`config.mk`:
```
export PLATFORM = sky130hd
export DESIGN_NAME = jkchk_sat_counter
export DESIGN_NICKNAME = d
export VERILOG_FILES = /design/src/rtl/jkchk_sat_counter.sv
export SDC_FILE = /design/constraint.sdc
export NUM_CORES = 1
export LEC_CHECK = 0
export BUFFER_PORTS_ARGS = -buffer_cell sky130_fd_sc_hd__buf_2
export CAP_MARGIN = 5
export CELL_PAD_IN_SITES_DETAIL_PLACEMENT = 1
export CELL_PAD_IN_SITES_GLOBAL_PLACEMENT = 2
export CORE_MARGIN = 1.5
export CORE_UTILIZATION = 25
export CTS_BUF_LIST = sky130_fd_sc_hd__clkbuf_8
export DETAILED_ROUTE_END_ITERATION = 8
export HOLD_SLACK_MARGIN = 0.1
export PLACE_DENSITY = 0.73
export SYNTH_ARGS = -nofsm -noshare
export SYNTH_HDL_FRONTEND = slang
export SYNTH_SLANG_ARGS = --single-unit
```
`constraint.sdc`:
```
create_clock -name clk -period 3.3 [get_ports clk]
set_input_delay 0.495 -clock clk [delete_from_list [all_inputs] [get_ports clk]]
set_output_delay 0.495 -clock clk [all_outputs]
set_load 0.01 [all_outputs]
```
`src/rtl/jkchk_sat_counter.sv`:
```
// Saturating up-counter: clr wins, freeze holds, stops at all-ones.
// Latency: count reflects inc one edge later; no backpressure.
module jkchk_sat_counter #(
  parameter int W = 16
) (
  input  logic         clk,
  input  logic         rst_n,
  input  logic         inc,
  input  logic         clr,
  input  logic         freeze,
  output logic [W-1:0] count
);

  always_ff @(posedge clk or negedge rst_n) begin
    if (!rst_n) begin
      count <= '0;
    end else if (clr) begin
      count <= '0;
    end else if (inc && !freeze && (count != '1)) begin
      count <= count + W'(1);
    end
  end

endmodule

```
* Word level (Yosys, flattened, before mapping)
Index checks and enable logic that the tools add are counted.
** Cells by class
- Multiplexer cells :: 2
- Add/subtract/negate cells :: 1
- Reductions and logical operators :: 4
- Equality and inequality tests :: 1
** Operator list (count)
- $mux 16 :: 2
- $add 16x1->16 const B :: 1
- $ne 16x16->1 const B :: 1
- $logic_and 1x1->1 :: 2
- $reduce_bool 2->1 :: 1
- $logic_not 1->1 :: 1
** Word-level totals
- Bits of input ports :: 5
- Bits in registers :: 16
- Logic and storage cells :: 9

* Longest topological paths before layout
Gate-level depths: netlist (run 1).
- Word-level depth :: 5
- Depth in mapped cells :: 6
- Gate-level depth less buffers :: 5

* Worst setup path after synthesis (run 1)
No wires, ideal clock.
- Path type :: register to register
- From :: register count[8]
- To :: register count[14]
- Buffers on the path :: 0
- Path slack :: 1.530 ns
- Library setup time :: 0.077 ns
- Period minus slack after synthesis :: 1.770 ns
- Data required time :: 3.223 ns
- Cell stages (with the launch flop) :: 5
- Arrival :: 1.692 ns
- Path through :: dfrtp_1 > nand4_4 > or4b_1 > or4_1 > a21oi_1
** On the way
- Longest elaborated chain between the ends :: 3
- Elaborated cells between the ends (all ways) :: 6
** Ends and longest elaborated chain
- start, declared :: RTL line 11 : output logic [W-1:0] count
- start signal, assigned :: RTL line 20 : count <= count + W'(1);
- $add 16x1->16 / $ne 16x16->1 (equally long branches) :: RTL line 20, 19
- $mux 16 / $logic_and 1x1->1 (equally long branches) :: RTL line 19 : end else if (inc && !freeze && (count != '1)) begin
- $mux 16 / $reduce_bool 2->1 (equally long branches)
Several ways; a longest one is shown, not always the timed one. The select of a mux whose other input is x is not followed.
A chain may end at the register's enable or synchronous reset.

* Worst setup path in the final report (run 1)
- From :: register count[2]
- To :: register count[15]
The elaborated chain is that of the path after synthesis.

==> impl_metrics.yaml, run 1 <==
final_layout:
  largest_register_ffs: 16
  drive_gt1_frac: 0.258
  top_register: "count"
  diodes: 0
  area.growth.synth_to_final_pct: 19.1
  final_nets: 131
  final_area_mm2: 0.00116
  reg.largest.list: "count x16"
critical_path:
  cp.required_ns: 3.46
  ff2ff_setup_slack_ns: 1.40
  cp.arrival_ns: 2.06
  startpoint_type: "flop"
  crit_path_max_fanout: 9
  endpoint_kind: "flop"
  timing_worst_setup_path_type: "reg2reg"
pwr:
  p_switching_mw: 0.0860
  p_sw_frac: 0.218
  cellPowerDensity_mw_per_mm2: 339
  internal_power_mw: 0.309
  power_frac_comb: 0.049
  power_frac_seq: 0.503
  pwr-share-clk: 0.448
  p_leak_nw: 0.502
  ir_drop_mv: 0.101
logic_synthesis:
  synth_seq_area_share: 0.409
  syn-num-nets: 109
  synth_area_leaders: "dfrtp_1, mux2_2, a21oi_1"
  synth.ff_latch_count: 16
  synth_top_area_share: 0.409
  syn_area_um2: 978
  syn_inst: 103
  yosys.area.top_type: "dfrtp_1"
  ys_warn_count: 0
  avgSynthCellArea_um2: 9.50
  synth_cell_type_count: 37
floorplan:
  die_area_mm2: 0.00430
  die_h_um: 65.6
  io_pins: 21
  coreArea_mm2: 0.00372
  placementRows: 22
  start_util: 0.263
  die_w_um: 65.6
sta:
  worst_pin_slew_ns: 0.694
  skew_ns: 0.00310
  final_max_slew_viol_count: 0
  fmax_mhz: 527
  finalCritPeriodShare: 0.575
  grt_setup_unrepaired: "false"
  setup_viol: 0
  post-route-min-period_ns: 1.90
  slew_headroom: 0.533
  setup-tns-final_ns: 0
  hold_viol_final: 0
grt:
  grt_max_degree: 21
  grt.overflow.total: 0
  antenna_found_initial: 0
  grt_pass1_vias: 871
  grt_pass1_wl_um: 4240
  grt_use_total: 0.128
placed_design:
  portBuffers: 20
  placed_cell_area_mm2: 0.00111
  routabilityCongestion: 0.669
cts:
  cts_num_sinks: 16
  cts_setup_buffers: 0
  cts_buffers: 3
  cts_tree: "built"
  cts_resized: 0
  clockBufferDepth: 2
  clkLatencyLatePin_ns: 0.25
  hold_buffers: 0
  h-tree-depth: 1
  cts.clk_slew.worst_paths_ns: 0.07
  ctsRootBufferMaster: "clkbuf_8"
drt:
  drtPass1Iterations: 3
  vias: 889
  drc: 0
  avgRoutedWirePerCell_um: 14.8
  routed_via_density: 5.17
  drt_iter0_drc: 12
  routed_wl_um: 2550
  ant_nets: 0
status:
  status: "finished clean"
job:
  cap_violations: 0
hold_path:
  holdCritPathClass: "in2async"
[path summary, 6_finish.rpt]
kind,depth (start not counted),end,from
max in group asynchronous,1,count[8],rst_n
max reg2reg,4,count[15],count[2]
min,1,count[14],rst_n
min in group clk,2,count[11],count[11]
max,4,count[15],count[2]
min reg2reg,2,count[11],count[11]
[power by group through the flow]
stage | Clock, mW | Combinational (mW) | Sequential [mW]
after CTS | 0.182 | 0.0205 | 0.199
final | 0.177 | 0.0195 | 0.199
after detailed placement | 0 | 0.0204 | 0.202
after floorplan | 0 | 0.0117 | 0.203
after global placement | 0 | 0.0194 | 0.202
after global routing | 0.190 | 0.0224 | 0.199
[kinds of logic (layout without fill, tap and decap cells)]
logic type      Yosys count  in the layout  share of synthesized area
compound gates           23             23                      0.152
xor+xnor                  1              1                    0.00895
fa+ha+maj                 1              1                     0.0128
buf+inv                   5             26                     0.0409
flops                    16             16                      0.409
mux                       5              5                     0.0563
simple gates             52             52                      0.320
[metrics by stage]
stage	cells	setup WS [ns]	hold WS, ns	power (mW)	utilization
after global placement	168	1.40	0.437	0.222	0.299
final	172	1.40	0.158	0.395	0.313
after CTS	172	1.38	0.174	0.401	0.313
after global routing	172	1.11	0.177	0.411	0.313
after floorplan	103	1.53	0.199	0.214	-
after detailed placement	168	1.33	0.444	0.223	0.299
[cell usage after synthesis]
| library cell | count |
|---|---|
| clkbuf_1 | 1 |
| o31ai_1 | 5 |
| o2111ai_1 | 1 |
| nor2_1 | 9 |
| nor3b_1 | 1 |
| and4_1 | 1 |
| nand4b_1 | 1 |
| clkbuf_8 | 2 |
| o21ba_2 | 1 |
| nand2_1 | 7 |
| buf_2 | 1 |
| ha_1 | 1 |
| and3_1 | 3 |
| mux2_2 | 4 |
| nand3_1 | 3 |
| or4_1 | 2 |
| xor2_1 | 1 |
| nand4_4 | 1 |
| inv_1 | 1 |
| a21boi_0 | 1 |
| mux2i_1 | 1 |
| or4b_2 | 1 |
| a211oi_1 | 1 |
| nand2b_1 | 1 |
| nand4_1 | 4 |
| or3_1 | 5 |
| o21a_1 | 1 |
| o41ai_1 | 1 |
| or4b_1 | 1 |
| o21ai_0 | 3 |
| nor4b_1 | 1 |
| nor3_1 | 2 |
| a31oi_1 | 1 |
| nor2b_1 | 5 |
| nor4_1 | 4 |
| dfrtp_1 | 16 |
| a21oi_1 | 8 |
[worst max-delay path, cell delays in order (launching register included)]
cell and delay (ns):
dfrtp_1 0.46, nand3_1 0.33, nor4_1 0.63, a31oi_1 0.17
a211oi_1 0.23
[cell usage in the layout, fill, tap and decap left out, drive strengths merged, types with 2 or more instances in the layout]
master	Yosys	routed
nand4	5	5
nor3	2	2
nor2	9	9
and3	3	3
mux2	4	4
or4	2	2
o21ai	3	3
nand3	3	3
or4b	2	2
or3	5	5
a21oi	8	8
nor4	4	4
buf	1	21
o31ai	5	5
nor2b	5	5
clkbuf	3	4
nand2	7	7
dfrtp	16	16
[metal layers]
layer / GRT usage / routed length (µm)
met5: 0 / 0
met4: 0.0313 / 8
met3: 0.0257 / 59
met2: 0.218 / 1270
met1: 0.166 / 1210
[final cells by class]
class                           count  area, µm²
Fill cell                         449       2550
Tap cell                           48       60.1
Sequential cell                    16        400
Timing Repair Buffer               21        108
Multi-Input combinational cell     82        538
Inverter                            1       3.75
Clock buffer                        4       55.1
(Power assumes the default switching activity.)
==> inputs of run 2 (changes only) <==
--- a/config.mk
+++ b/config.mk
@@ -5,6 +5,7 @@
 export SDC_FILE = /design/constraint.sdc
 export NUM_CORES = 1
 export LEC_CHECK = 0
+export ABC_AREA = 1
 export BUFFER_PORTS_ARGS = -buffer_cell sky130_fd_sc_hd__buf_2
 export CAP_MARGIN = 5
 export CELL_PAD_IN_SITES_DETAIL_PLACEMENT = 1
@@ -14,7 +15,7 @@
 export CTS_BUF_LIST = sky130_fd_sc_hd__clkbuf_8
 export DETAILED_ROUTE_END_ITERATION = 8
 export HOLD_SLACK_MARGIN = 0.1
-export PLACE_DENSITY = 0.73
+export PLACE_DENSITY = 0.8
 export SYNTH_ARGS = -nofsm -noshare
 export SYNTH_HDL_FRONTEND = slang
 export SYNTH_SLANG_ARGS = --single-unit
==> constraint.sdc (replaced) <==
create_clock -name clk -period 1.6 [get_ports clk]
set_input_delay 0.24 -clock clk [delete_from_list [all_inputs] [get_ports clk]]
set_output_delay 0.24 -clock clk [all_outputs]
set_load 0.01 [all_outputs]
==> impl_metrics.yaml, run 2 <==
status:
  status: "finished clean"
cts:
  cts.clk_slew.worst_paths_ns: 0.08
  clkLatencyLatePin_ns: 0.26
  cts_buffers: 3
  ctsRootBufferMaster: "clkbuf_8"
  clockBufferDepth: 2
  h-tree-depth: 1
  cts_tree: "built"
  cts_setup_buffers: 0
  cts_num_sinks: 16
critical_path:
  startpoint: "count[1]"
  crit_slowest_cell: "dfrtp_1"
  cp.required_ns: 1.80
  timing_worst_setup_path_type: "reg2reg"
  endpoint_kind: "flop"
  crit_chain: "ha_4 -> nand2_4 -> nor2_4 -> nand2_4 -> o21ai_4 -> nand2_4 -> clkinv_8 -> nand2_1 -> nand2_1"
  startpoint_type: "flop"
  crit_path_max_fanout: 8
  cp.arrival_ns: 1.68
  timing.rr.start: "count[1]"
  max_stage_delay_ns: 0.41
  crit_top_cell: "nand2_4"
floorplan:
  placementRows: 23
  start_util: 0.259
  io_pins: 21
  die_h_um: 67.4
  coreArea_mm2: 0.00400
  die_w_um: 67.4
  die_area_mm2: 0.00454
hold_path:
  min_from: "clr"
  holdCritPathClass: "in2reg"
job:
  cap_violations: 0
final_layout:
  top_register: "count"
  drive_gt1_frac: 0.267
  utilization: 0.340
  reg.largest.list: "count x16"
  final_nets: 187
  largest_register_ffs: 16
  final_common_cell: "nand2_1"
  fill_cells: 505
  diodes: 0
  area.growth.synth_to_final_pct: 31.0
  layout_common_cells: "nand2_1, buf_2, nor2_1, dfrtp_1, inv_1"
grt:
  grt.overflow.total: 0
  antenna_found_initial: 0
  grt_max_degree: 17
  grt_pass1_wl_um: 5250
  grt_use_total: 0.155
  grt_pass1_vias: 1109
drt:
  drtPass1Iterations: 4
  drc: 0
  vias: 1077
  routed_wl_um: 3210
  routed_via_density: 4.68
  ant_nets: 0
  avgRoutedWirePerCell_um: 14.0
  drt_iter0_drc: 22
pwr:
  p_leak_nw: 0.709
  ir_drop_mv: 0.431
  power_frac_comb: 0.083
  power_frac_seq: 0.467
  p_sw_frac: 0.262
  fin_total_pwr_mw: 0.880
  cellPowerDensity_mw_per_mm2: 648
  p_switching_mw: 0.231
  internal_power_mw: 0.650
  pwr-share-clk: 0.449
logic_synthesis:
  ys_async_sr_fraction: 1.00
  yosys.area.top_type: "dfrtp_1"
  syn-num-nets: 153
  synth_edf_count: 0
  synth_cell_type_count: 24
  synth_seq_area_share: 0.386
  synth_top_area_share: 0.386
  ys.flop_type: "dfrtp_1"
  ys_warn_count: 0
  synth.ff_latch_count: 16
  synth_common_cells: "nand2_1, nor2_1, dfrtp_1"
  syn_inst: 147
  synth_area_leaders: "dfrtp_1, nand2_1, nor2_1"
  avgSynthCellArea_um2: 7.06
  syn_area_mm2: 0.00104
  yosys.cell_count.top_type: "nand2_1"
placed_design:
  dp.final_hpwl_um: 2350
  portBuffers: 20
  routabilityCongestion: 0.808
sta:
  hold_ws_ns: 0.275
  post-route-min-period_ns: 1.49
  final_max_slew_viol_count: 0
  skew_ns: 0.00792
  slew_headroom: 0.667
  setup-tns-final_ns: 0
  worst_pin_slew_ns: 0.499
  hold_viol_final: 0
  setup_viol: 0
  fmax_mhz: 673
  finalCritPeriodShare: 0.928
  grt_setup_unrepaired: "false"
run 2: metal layers:
metal | wire length (µm) | vias to the layer above | track usage
li1 | - | 532 | -
met1 | 1510 | 528 | 0.207
met2 | 1610 | 13 | 0.260
met3 | 57 | 4 | 0.0150
met4 | 40 | 0 | 0.0561
met5 | 0 | - | 0
run 2: final timing paths:
| check | slack, ns | endpoint | cells past startpoint |
|---|---|---|---|
| setup / recovery | 0.11 | count[15] | 9 |
| hold / removal | 0.28 | count[4] | 4 |
| setup reg to reg | 0.11 | count[15] | 9 |
| hold reg to reg | 0.55 | count[9] | 2 |
| max in group asynchronous | 0.86 | count[0] | 2 |
| min in group asynchronous | 0.44 | count[13] | 2 |
run 2: repair_timing:
item                                   CTS  global route
resized for setup                        1             7
cloned                                   0             1
endpoints found under the hold margin   16             0
hold buffers                             1             0
setup endpoints to repair                3            15
pin swaps                                0             3
run 2: power by group through the flow:
stage	combinational (mW)	clock, mW	sequential (mW)
3_5_place_dp	0.0634	0	0.418
5_1_grt	0.0815	0.414	0.412
2_1_floorplan	0.0322	0	0.419
3_3_place_gp	0.0613	0	0.417
4_1_cts	0.0666	0.399	0.410
6_report	0.0734	0.396	0.411
run 2: cell type report:
cell class / count / area (µm²) / area share
multi-input combinational: 115 / 588 / 0.433
sequential: 16 / 402 / 0.296
timing repair buffer: 30 / 178 / 0.131
inverter: 14 / 65.1 / 0.0479
tap: 50 / 62.6 / 0.0460
clock buffer: 4 / 55.1 / 0.0405
timing repair inverter: 1 / 8.76 / 0.00645
run 2: cell families (layout without fill, tap and decap cells):
kind of cell	count (synthesis)	after routing	synth area share
compound gates	10	10	0.0639
xor+xnor	4	4	0.0338
fa+ha+maj	1	1	0.0121
buf+inv	16	49	0.0663
flops	16	16	0.386
simple gates	100	100	0.438
run 2: critical path, delay by kind of cell, from the launching register on:
kind,cells,cell delay [ns]
flops,1,0.41
simple gates,6,0.55
buf+inv,1,0.11
compound gates,1,0.17
fa+ha+maj,1,0.17
run 2: metrics by stage:
step | setup slack, ns | cells | cell area, µm²
2_1_floorplan | 0.0800 | 147 | 1040
3_3_place_gp | 0.0982 | 224 | 1250
3_5_place_dp | -0.00877 | 224 | 1250
4_1_cts | 0.0249 | 229 | 1320
5_1_grt | 0.00980 | 230 | 1360
6_report | 0.115 | 230 | 1360
